==> config.mk <==
export PLATFORM = sky130hd
export DESIGN_NAME = bit_population_counter_pipe_flat
export DESIGN_NICKNAME = d
export VERILOG_FILES = /design/src/rtl/bit_population_counter_pipe_if.sv /design/src/rtl/bit_population_counter_pipe.sv /design/src/flat_wrapper.sv
export SDC_FILE = /design/constraint.sdc
export NUM_CORES = 1
export LEC_CHECK = 0
export BUFFER_PORTS_ARGS = -buffer_cell sky130_fd_sc_hd__buf_2
export CAP_MARGIN = 20
export CORE_ASPECT_RATIO = 0.5
export CORE_MARGIN = 2
export CORE_UTILIZATION = 40
export DETAILED_ROUTE_END_ITERATION = 8
export MAX_ROUTING_LAYER = met4
export PLACE_DENSITY = 0.59
export SETUP_SLACK_MARGIN = 0.02
export SLEW_MARGIN = 20
export SYNTH_ARGS = -nofsm -noshare
export SYNTH_HDL_FRONTEND = slang
export SYNTH_SLANG_ARGS = --single-unit
==> constraint.sdc <==
create_clock -name clk_i -period 10.8 [get_ports clk_i]
set_input_delay 1.62 -clock clk_i [delete_from_list [all_inputs] [get_ports clk_i]]
set_output_delay 1.62 -clock clk_i [all_outputs]
set_load 0.005 [all_outputs]
==> src/rtl/bit_population_counter_pipe_if.sv <==
// bit_population_counter_pipe_if: valid/ready stream bundle for the pipelined popcount.
//   in_data/in_zeros/in_val/in_ready    : upstream word, count mode, valid, ready
//   out_data/out_val/out_ready          : downstream count, valid, ready
//   master: the environment (source + sink); slave: the counter block
interface bit_population_counter_pipe_if #(
    parameter int WIDTH = 64
);
    localparam int CW = $clog2(WIDTH) + 1;

    logic [WIDTH-1:0] in_data;
    logic             in_zeros;
    logic             in_val;
    logic             in_ready;
    logic [CW-1:0]    out_data;
    logic             out_val;
    logic             out_ready;

    modport master (
        output in_data, in_zeros, in_val, out_ready,
        input  in_ready, out_data, out_val
    );

    modport slave (
        input  in_data, in_zeros, in_val, out_ready,
        output in_ready, out_data, out_val
    );
endinterface

==> src/rtl/bit_population_counter_pipe.sv <==
// bit_population_counter_pipe: two-stage pipelined population count (ones or zeros).
//   clk_i   : clock, rising edge
//   arstn_i : asynchronous active-low reset; discards words in flight
//   bus     : slave side of the stream bundle
//             in_*  word + zeros-mode in, valid/ready handshake
//             out_* count of the accepted word, valid/ready handshake
//   Stage 1 registers per-slice counts of CHUNK-bit slices, stage 2 registers their sum.
module bit_population_counter_pipe #(
    parameter int WIDTH = 64,
    parameter int CHUNK = 8
) (
    input logic clk_i,
    input logic arstn_i,
    bit_population_counter_pipe_if.slave bus
);
    localparam int NCH = (WIDTH + CHUNK - 1) / CHUNK;
    localparam int CW  = $clog2(WIDTH) + 1;
    localparam int SW  = $clog2(CHUNK) + 1;

    if (WIDTH < 1 || CHUNK < 1 || CHUNK > WIDTH) begin : g_bad_params
        $error("bit_population_counter_pipe: illegal WIDTH=%0d CHUNK=%0d", WIDTH, CHUNK);
    end

    logic                 en1;
    logic                 en2;
    logic                 s1_val;
    logic [NCH*CHUNK-1:0] src;
    logic [SW-1:0]        slice_d [NCH];
    logic [SW-1:0]        slice   [NCH];
    logic [CW-1:0]        sum;

    // Stage 2 frees up when empty or draining; stage 1 when empty or stage 2 frees up.
    assign en2         = !bus.out_val || bus.out_ready;
    assign en1         = !s1_val || en2;
    assign bus.in_ready = en1;

    // Inversion happens before padding, so padding bits stay zero and never count.
    always_comb begin
        src = '0;
        src[WIDTH-1:0] = bus.in_zeros ? ~bus.in_data : bus.in_data;
        for (int k = 0; k < NCH; k++) begin
            slice_d[k] = '0;
            for (int b = 0; b < CHUNK; b++) slice_d[k] = slice_d[k] + SW'(src[k*CHUNK+b]);
        end
    end

    always_comb begin
        sum = '0;
        for (int k = 0; k < NCH; k++) sum = sum + CW'(slice[k]);
    end

    always_ff @(posedge clk_i or negedge arstn_i) begin
        if (!arstn_i) begin
            s1_val <= 1'b0;
            for (int k = 0; k < NCH; k++) slice[k] <= '0;
        end else if (en1) begin
            s1_val <= bus.in_val;
            if (bus.in_val) slice <= slice_d;
        end
    end

    always_ff @(posedge clk_i or negedge arstn_i) begin
        if (!arstn_i) begin
            bus.out_val  <= 1'b0;
            bus.out_data <= '0;
        end else if (en2) begin
            bus.out_val <= s1_val;
            if (s1_val) bus.out_data <= sum;
        end
    end
endmodule

==> src/flat_wrapper.sv <==
// flat-port wrapper written by rule: the top's interface ports become plain ports
module bit_population_counter_pipe_flat 
#(
    parameter int WIDTH = 64,
    parameter int CHUNK = 8
)
  (clk_i, arstn_i, bus_in_data, bus_in_zeros, bus_in_val, bus_out_ready, bus_in_ready, bus_out_data, bus_out_val);
  bit_population_counter_pipe_if #(.WIDTH(WIDTH)) bus_i ();
  input logic clk_i;
  input logic arstn_i;
  input wire logic [$bits(bus_i.in_data)-1:0] bus_in_data;
  input wire logic [$bits(bus_i.in_zeros)-1:0] bus_in_zeros;
  input wire logic [$bits(bus_i.in_val)-1:0] bus_in_val;
  input wire logic [$bits(bus_i.out_ready)-1:0] bus_out_ready;
  output wire logic [$bits(bus_i.in_ready)-1:0] bus_in_ready;
  output wire logic [$bits(bus_i.out_data)-1:0] bus_out_data;
  output wire logic [$bits(bus_i.out_val)-1:0] bus_out_val;
  assign bus_i.in_data = bus_in_data;
  assign bus_i.in_zeros = bus_in_zeros;
  assign bus_i.in_val = bus_in_val;
  assign bus_i.out_ready = bus_out_ready;
  assign bus_in_ready = bus_i.in_ready;
  assign bus_out_data = bus_i.out_data;
  assign bus_out_val = bus_i.out_val;
  bit_population_counter_pipe #(.WIDTH(WIDTH), .CHUNK(CHUNK)) u_core (.clk_i(clk_i), .arstn_i(arstn_i), .bus(bus_i));
endmodule
==> flow_summary_export.csv <==
group,metric,value,unit
status,status,"finished clean",
detailed_routing,avgRoutedWirePerCell,12.2,um
cts,cts_sinks,41,
global_route,grt_usage,14.4,%
min_path,hold_path_class,"reg2reg",
setup_path,cp-startpoint,"bus_in_zeros",
yosys,synth_seq_cells,41,
detailed_routing,routed_wl,7530,um
cts,cts_buffer_depth,2,
timing,fin_crit_sh,42.2,%
timing,finalCriticalPeriod,4.55,ns
timing,setup_tns,0,ns
yosys,postSynthCellCount,405,
timing,final_hold_viol_count,0,
cts,cts_root_buf,"clkbuf_16",
yosys,avgSynthCellArea,10.6,um^2
setup_path,reg2regPathDepth,15,
yosys,synthDistinctLibCells,26,
global_route,first_global_vias,2618,
die,die_h,77.3,um
timing,max_slew_margin,37.2,%
detailed_routing,route.detailed.drc,0,
setup_path,start_kind,"input pin",
detailed_routing,drt_pre_antenna_iters,4,
cts,cts_buffers,5,
setup_path,crit_arrival,4.76,ns
cts,post-cts-setup-buffer-count,0,
setup_path,path_class,"in2reg",
detailed_routing,num_vias,2650,
place,gp_congestion,0.757,
global_route,grt_pass1_wl,12700,um
setup_path,cp-endpoint,"u_core.slice[1]",
setup_path,required,11.00,ns
cells_and_area,final_cell_mix,"77 x buf_2, 64 x inv_1, 51 x xor2_1, 51 x fa_1, 50 x nand2_1",
cells_and_area,final_common_cell,"buf_2",
cts,cts_tree,"done",
place,port_buffers,77,
die,initial_core_util,41.7,%
timing,rsz0062_at_grt,"no",
detailed_routing,viasPerCell,4.29,
die,die_area,11600,um^2
cts,path_clk_slew,0.06,ns
global_route,grt.overflow.total,0,
cells_and_area,fin_nets,627,
timing,finalSetupViolations,0,
cts,hold_buffers,0,
cts,post_cts_resized,0,
place,dp_hpwl,6340,um
yosys,yosysWarnings,0,
yosys,synth.yosys.seq_area_share,23.9,%
timing,tightest_slew,0.942,ns
setup_path,cp-end-kind,"register",
setup_path,rrSetupSlack,6.30,ns
setup_path,cp_max_fo,64,
timing,slew_viol_final,0,
detailed_routing,ant_nets,0,
global_route,antenna_found_initial,0,
flow_run,drv_cap,0,
cts,cts_max_level,2,
die,dieWidth,151,um
timing,max_freq,220,MHz
cts,clk_latency,0.29,ns
yosys,synth.cell_area,4300,um^2
die,fp-row-count,26,
cells_and_area,drive_gt1_share,26.8,%
timing,timing.final.ws_setup,6.25,ns
yosys,synthesis.nets,556,
die,boundaryPins,78,
timing,fin_skew,0.00257,ns
setup_path,rr_endpoint,"u_core.bus.out_data[5]",
global_route,grt_max_degree,65,
cells_and_area,diodes,0,
setup_path,r2r-start,"u_core.slice[28]",
cells_and_area,area_growth,13.7,%
place,dp_slack,5.93,ns
detailed_routing,dr.first_iter.drc_count,69,
die,core_area,10300,um^2
[cell usage after synthesis]
| master | number | share of area, % |
|---|---|---|
| o31ai_2 | 1 | 0.29 |
| nand2_4 | 1 | 0.26 |
| nor2_1 | 10 | 0.87 |
| nand2_2 | 4 | 0.58 |
| o21ai_0 | 12 | 1.4 |
| xnor2_1 | 19 | 3.9 |
| buf_2 | 3 | 0.35 |
| o21ai_1 | 1 | 0.12 |
| buf_12 | 3 | 1.4 |
| ha_1 | 31 | 9.0 |
| mux2_2 | 3 | 0.79 |
| inv_1 | 64 | 5.6 |
| nor2b_1 | 1 | 0.15 |
| o21ai_2 | 24 | 4.9 |
| xor2_1 | 51 | 10 |
| a21o_1 | 10 | 1.7 |
| mux2_4 | 8 | 2.8 |
| a21oi_1 | 3 | 0.35 |
| buf_4 | 4 | 0.70 |
| nand2_1 | 50 | 4.4 |
| fa_1 | 51 | 24 |
| nand2b_1 | 4 | 0.58 |
| nand3b_4 | 1 | 0.47 |
| dfrtp_1 | 41 | 24 |
| a211oi_2 | 1 | 0.29 |
| buf_6 | 4 | 1.0 |
[through the flow]
stage / cell area [um^2] / std cells / util (%) / hold WS (ns)
floorplan: 4300 / 405 / - / 0.451
detailed placement: 4710 / 609 / 45.7 / 0.470
global route: 4890 / 617 / 47.4 / 0.515
CTS: 4890 / 617 / 47.4 / 0.483
finish: 4890 / 617 / 47.4 / 0.477
global placement: 4710 / 609 / 45.7 / 0.463
[layer usage]
layer,global-route usage [%],up-vias,share of wire [%]
met1,24.9,1196,61
li1,-,1390,-
met5,-,-,0
met2,16.1,56,34
met3,2.02,8,3.8
met4,4.53,0,1.4
[worst max-delay path, cell delays in order]
cell and delay [ns]:
buf_2 0.07, buf_4 0.66, xnor2_1 0.20, fa_1 0.52, fa_1 0.54, inv_1 0.05, fa_1 0.44, inv_1 0.09
fa_1 0.42, o21ai_2 0.13
[flip-flops by register name (all words and copies together) (netlist names)]
register and cells:
u_core.slice 32, u_core.bus.out_data 7, u_core.bus.out_val 1, u_core.s1_val 1
[worst min path at each step]
stage / from / endpoint / slack, ns / cells past startpoint
finish: u_core.slice[22] / u_core.slice[22] / 0.48 / 2
global route: u_core.bus.out_data[5] / u_core.bus.out_data[5] / 0.52 / 2
floorplan: u_core.slice[13] / u_core.slice[13] / 0.45 / 2
detailed placement: u_core.slice[22] / u_core.slice[22] / 0.47 / 2
global placement: u_core.bus.out_data[3] / u_core.bus.out_data[3] / 0.46 / 2
CTS: u_core.slice[22] / u_core.slice[22] / 0.48 / 2
[area by class of cell]
class	count	area, um^2
Sequential cell	41	1030
Tap cell	140	175
Clock inverter	1	30.0
Multi-Input combinational cell	286	2880
Fill cell	1008	5430
Inverter	64	240
Clock buffer	7	143
Timing Repair Buffer	78	393
[cell families (layout without fill, tap and decap cells)]
group	after synthesis	after routing	share of synthesized area [%]
adders and majority gates	82	82	32.8
buffers and inverters	78	150	9.09
and+or+nand+nor	71	71	7.28
xor gates and xnor gates	70	70	14.3
AOI/OAI and AO/OA	52	52	9.09
muxes	11	11	3.58
DFF	41	41	23.9
Power is not shown: default switching activity piles up to over one toggle a cycle in this logic, so the estimate is an artifact.
